File: config.mk
export PLATFORM = sky130hd
export DESIGN_NAME = pll_drp_resp
export DESIGN_NICKNAME = d
export VERILOG_FILES = /design/src/rtl/pll_drp_resp.sv
export SDC_FILE = /design/constraint.sdc
export NUM_CORES = 1
export LEC_CHECK = 0
export ABC_CLOCK_PERIOD_IN_PS = 3280
export CORE_MARGIN = 1.5
export CORE_UTILIZATION = 40
export CTS_BUF_LIST = sky130_fd_sc_hd__clkbuf_8
export CTS_CLUSTER_DIAMETER = 60
export DETAILED_ROUTE_END_ITERATION = 6
export DONT_BUFFER_PORTS = 1
export GPL_TIMING_DRIVEN = 0
export MAX_ROUTING_LAYER = met4
export SLEW_MARGIN = 25
export SYNTH_ARGS = -nofsm -noshare
export SYNTH_HDL_FRONTEND = slang
export SYNTH_SLANG_ARGS = --single-unit
export TNS_END_PERCENT = 10
File: constraint.sdc
create_clock -name CLK -period 3.28 [get_ports CLK]
set_input_delay 0.656 -clock CLK [delete_from_list [all_inputs] [get_ports CLK]]
set_output_delay 0.656 -clock CLK [all_outputs]
set_load 0.01 [all_outputs]
File: src/rtl/pll_drp_resp.sv
// Behavioural stand-in for the PLL_ADV DRP slave: register file, DRDY latency,
// RST/LOCKED sequencing and a sticky flag for master protocol violations.
module pll_drp_resp #(
  parameter int AW       = 5,
  parameter int DW       = 16,
  parameter int DRDY_LAT = 3,
  parameter int LOCK_CYC = 64
) (
  input  logic          CLK,
  input  logic          RSTXO,
  input  logic          DEN,
  input  logic          DWE,
  input  logic [AW-1:0] DADDR,
  input  logic [DW-1:0] DI,
  output logic [DW-1:0] DO,
  output logic          DRDY,
  input  logic          RST_PLL,
  output logic          LOCKED,
  output logic          ERR,
  output logic [7:0]    WR_CNT
);

  localparam int          DEPTH    = 2 ** AW;
  localparam logic [3:0]  LAT_LOAD = 4'(DRDY_LAT - 1);
  localparam logic [15:0] LOCK_MAX = 16'(LOCK_CYC);

  typedef enum logic {
    IDLE,
    BUSY
  } state_t;

  state_t          state_q, state_d;
  logic [3:0]      lat_cnt_q;
  logic [AW-1:0]   addr_q;
  logic            dwe_q;
  logic [DW-1:0]   di_q;
  logic [DW-1:0]   rf_q [DEPTH];
  logic [15:0]     lock_cnt_q;

  logic            accept;
  logic            complete;
  logic            overlap;

  // NOTE: every signal written here gets a default first, so no path can infer a latch.
  always_comb begin
    state_d  = state_q;
    accept   = 1'b0;
    complete = 1'b0;
    overlap  = 1'b0;
    case (state_q)
      IDLE: begin
        if (DEN) begin
          accept  = 1'b1;
          state_d = BUSY;
        end
      end
      BUSY: begin
        overlap = DEN;
        if (lat_cnt_q == 4'd0) begin
          complete = 1'b1;
          state_d  = IDLE;
        end
      end
      default: state_d = IDLE;
    endcase
  end

  // NOTE: sequential state uses non-blocking assignments so all flops update from pre-edge values.
  always_ff @(posedge CLK or negedge RSTXO) begin
    if (!RSTXO) begin
      state_q   <= IDLE;
      lat_cnt_q <= '0;
      addr_q    <= '0;
      dwe_q     <= 1'b0;
      di_q      <= '0;
      DRDY      <= 1'b0;
      DO        <= '0;
      WR_CNT    <= '0;
      ERR       <= 1'b0;
    end else begin
      state_q <= state_d;
      DRDY    <= complete;
      DO      <= (complete && !dwe_q) ? rf_q[addr_q] : '0;

      if (accept) begin
        addr_q    <= DADDR;
        dwe_q     <= DWE;
        di_q      <= DI;
        lat_cnt_q <= LAT_LOAD;
      end else if (state_q == BUSY && lat_cnt_q != 4'd0) begin
        lat_cnt_q <= lat_cnt_q - 4'd1;
      end

      if (complete && dwe_q)
        WR_CNT <= WR_CNT + 8'd1;

      // Reconfiguration writes are only legal while the PLL is held in reset.
      if (overlap || (complete && dwe_q && !RST_PLL))
        ERR <= 1'b1;
    end
  end

  // NOTE: the register file is reset explicitly because the emulated PLL powers up with zeroed DRP registers.
  always_ff @(posedge CLK or negedge RSTXO) begin
    if (!RSTXO) begin
      for (int i = 0; i < DEPTH; i++)
        rf_q[i] <= '0;
    end else if (complete && dwe_q) begin
      rf_q[addr_q] <= di_q;
    end
  end

  // Lock emulation: LOCKED follows one edge after the counter reaches LOCK_CYC.
  always_ff @(posedge CLK or negedge RSTXO) begin
    if (!RSTXO) begin
      lock_cnt_q <= '0;
      LOCKED     <= 1'b0;
    end else if (RST_PLL) begin
      lock_cnt_q <= '0;
      LOCKED     <= 1'b0;
    end else begin
      if (lock_cnt_q != LOCK_MAX)
        lock_cnt_q <= lock_cnt_q + 16'd1;
      LOCKED <= (lock_cnt_q == LOCK_MAX);
    end
  end

endmodule

==> flow_summary.yaml <==
grt:
  gr-total-overflow: 0
  grt_usage_pct: 25.6
  grt_pass1_vias: 17300
  grt_max_degree: 583
  grt_antenna_before_repair: 6
  grt_pass1_wl_um: 120000
floorplan:
  top_level_ports: 53
  start_util_pct: 40.5
  coreArea_mm2: 0.0646
  die_h_um: 259
  die_w_um: 259
  std_cell_rows: 93
  dieArea_mm2: 0.0669
clocking:
  cts_tree: "done"
  clkTransAtPathRegs_ns: 0.06
  worstSkewPairLatency_ns: 0.69
  cts_buffers: 96
  cts.path.max_buffers: 3
  cts-htree-levels: 3
  cts.sinks: 582
  cts_root_buffer: "clkbuf_8"
timing:
  finalHoldViolations: 29
  max-slew-margin-rel_pct: 26.1
  grt_setup_unrepaired: "yes"
  setup_ws_ns: -0.0830
  tightest_slew_ns: 1.11
  finalSetupViolCount: 4
  slew_viol_final: 0
  fmax_mhz: 297
  clock-skew-final_ns: 0.0307
  holdWs_ns: -0.00932
  tns_ns: -0.197
  period_share_pct: 103
  period_needed_ns: 3.36
worst_setup_path:
  start_kind: "register"
  crit_fanout: 10
  end_kind: "register"
  cp.arrival_ns: 3.87
  worstPathRequired_ns: 3.78
  critPathKind: "register to register"
pwr:
  power_frac_seq_pct: 40.4
  p_leak_nw: 14.5
  power.switching_mw: 8.97
  power.total_mw: 24.5
  combPwrFrac_pct: 31.3
  power_density_mw_per_mm2: 826
  internal-power_mw: 15.5
  vdd_drop_max_uv: 584
  clkPwrFrac_pct: 28.4
  switching_share_pct: 36.7
yosys:
  seq_area_frac_synth_pct: 55.7
  netlist_area_mm2: 0.0262
  synthDistinctLibCells: 46
  syn_area_per_cell_um2: 13.8
  yosysTopAreaCell: "dfrtp_1"
  synth.top_cell.area_share_pct: 55.7
  ys_ff_latch: 582
  yosys_warnings: 0
  syn_inst: 1902
  synth_nets: 1932
  synth_top_cells_by_area: "dfrtp_1 (56%), mux2_2 (23%), mux2i_1 (9.9%)"
flow_run:
  max_cap_viol_count: 0
status:
  status: "finished with violations"
  violations: "negative hold slack, negative setup slack"
route:
  via_per_inst: 5.76
  first_pass_iters: 5
  wire_per_inst_um: 28.0
  drt-total-wl_um: 82600
  drtIter0Drc: 1334
  drc: 0
  dr_total_vias: 17000
  antenna_left: 0
finish:
  drive_above_1_share_pct: 38.0
  layout_common_cells: "dfrtp_1 (582), mux2_2 (534), mux2i_1 (258)"
  final_common_cell: "dfrtp_1"
  fin_cells: 2950
  multi_input_area_mm2: 0.0108
  fin_area_mm2: 0.0296
  fill_cells: 5770
  layout.nets: 2041
  final_util_pct: 45.8
  layout.area.seq_mm2: 0.0146
  syn2layout_area_growth_pct: 13.2
place:
  io_buffers: 0
  pre_cts_ws_ns: -0.0254
  dp.final_hpwl_um: 56600
  dp_cells: 2760
  place_area_mm2: 0.0273
  place_congestion: 0.958
hold_path:
  min_path_type: "input port to asynchronous set/reset pin"
-- worst max-delay path, stage by stage, from the launching register on --
cell and delay, ns:
dfrtp_1 0.46, clkbuf_1 0.38, or4_1 0.18, clkbuf_1 0.52
clkbuf_1 0.83, o22ai_1 0.37, nor2_1 0.22, a31oi_1 0.20
-- synthesized netlist by cell type (all sizes together) --
master and number:
o31ai 4, or4 4, nor4b 3, nand4bb 6
nor3 8, nand3b 1, mux2 534, nand4 8
or2 1, a31oi 16, nand3 8, nor3b 3
xor2 7, dfrtp 582, a21oi 7, nor2 46
or4bb 1, o22ai 129, and3 3, nand4b 5
o21ai 6, nor4 20, nand2 37, clkbuf 96
buf 66, xnor2 10, inv 9, or3 2
ha 4, o211ai 1, and4 1, and3b 2
nand2b 2, or4b 4, mux2i 258, nor2b 8
-- path summary, 6_finish.rpt --
path	startpoint	endpoint	slack [ns]	cells after the start
setup / recovery	addr_q[2]	DO[4]	-0.08	7
hold / removal	RSTXO	rf_q[386]	-0.009	1
setup reg to reg	addr_q[2]	DO[4]	-0.08	7
hold reg to reg	rf_q[184]	rf_q[184]	0.50	1
max in group asynchronous	RSTXO	rf_q[121]	2.00	2
min in group CLK	DI[14]	di_q[14]	0.12	1
-- sequential cells by signal (all words and copies together), names as in the netlist --
signal	flops
DO	16
lock_cnt_q	16
state_q	1
di_q	16
ERR	1
addr_q	5
rf_q	512
WR_CNT	8
lat_cnt_q	4
LOCKED	1
DRDY	1
dwe_q	1
-- metal layers --
metal	up-vias	GRT usage (%)	part of all wire, %
li1	7178	-	-
met1	8972	34.2	44
met2	677	37.6	44
met3	168	6.81	8.4
met4	0	8.76	3.0
met5	-	-	0
-- cells by family (layout without fill, tap and decap cells) --
family / after synthesis / in the layout / synth area share (%)
AO/OA/AOI/OAI: 163 / 163 / 3.86
XOR/XNOR: 17 / 17 / 0.569
adder cells (fa/ha/maj): 4 / 4 / 0.191
buffers and inverters: 171 / 359 / 2.86
flip-flops: 582 / 582 / 55.7
multiplexers: 792 / 792 / 32.9
other: 0 / 5 / 0
AND/OR/NAND/NOR: 173 / 173 / 3.97
-- power by group through the flow --
stage / combinational [mW] / clock, mW / sequential [mW]
floorplan: 4.59 / 0 / 9.52
global placement: 7.16 / 0 / 9.85
detailed placement: 7.36 / 0 / 9.95
CTS: 7.38 / 7.07 / 9.82
global route: 7.98 / 7.40 / 10.0
finish: 7.64 / 6.94 / 9.87
-- what timing repair did --
action	4_1_cts	5_1_grt
pin swaps	0	3
setup endpoints to repair	3	8
hold endpoints to repair	582	18
gates resized for setup	1	2
setup buffers	0	3
-- layout make-up --
type	instances	share of cell area, %
sequential	582	49.2
multi-input combinational	1149	36.6
clock buffer	132	6.14
tap	855	3.61
buffer	162	2.47
clock inverter	45	1.07
timing repair buffer	11	0.719
inverter	9	0.114
antenna	5	0.0423
Note: power is estimated with default switching activity, not from simulation.
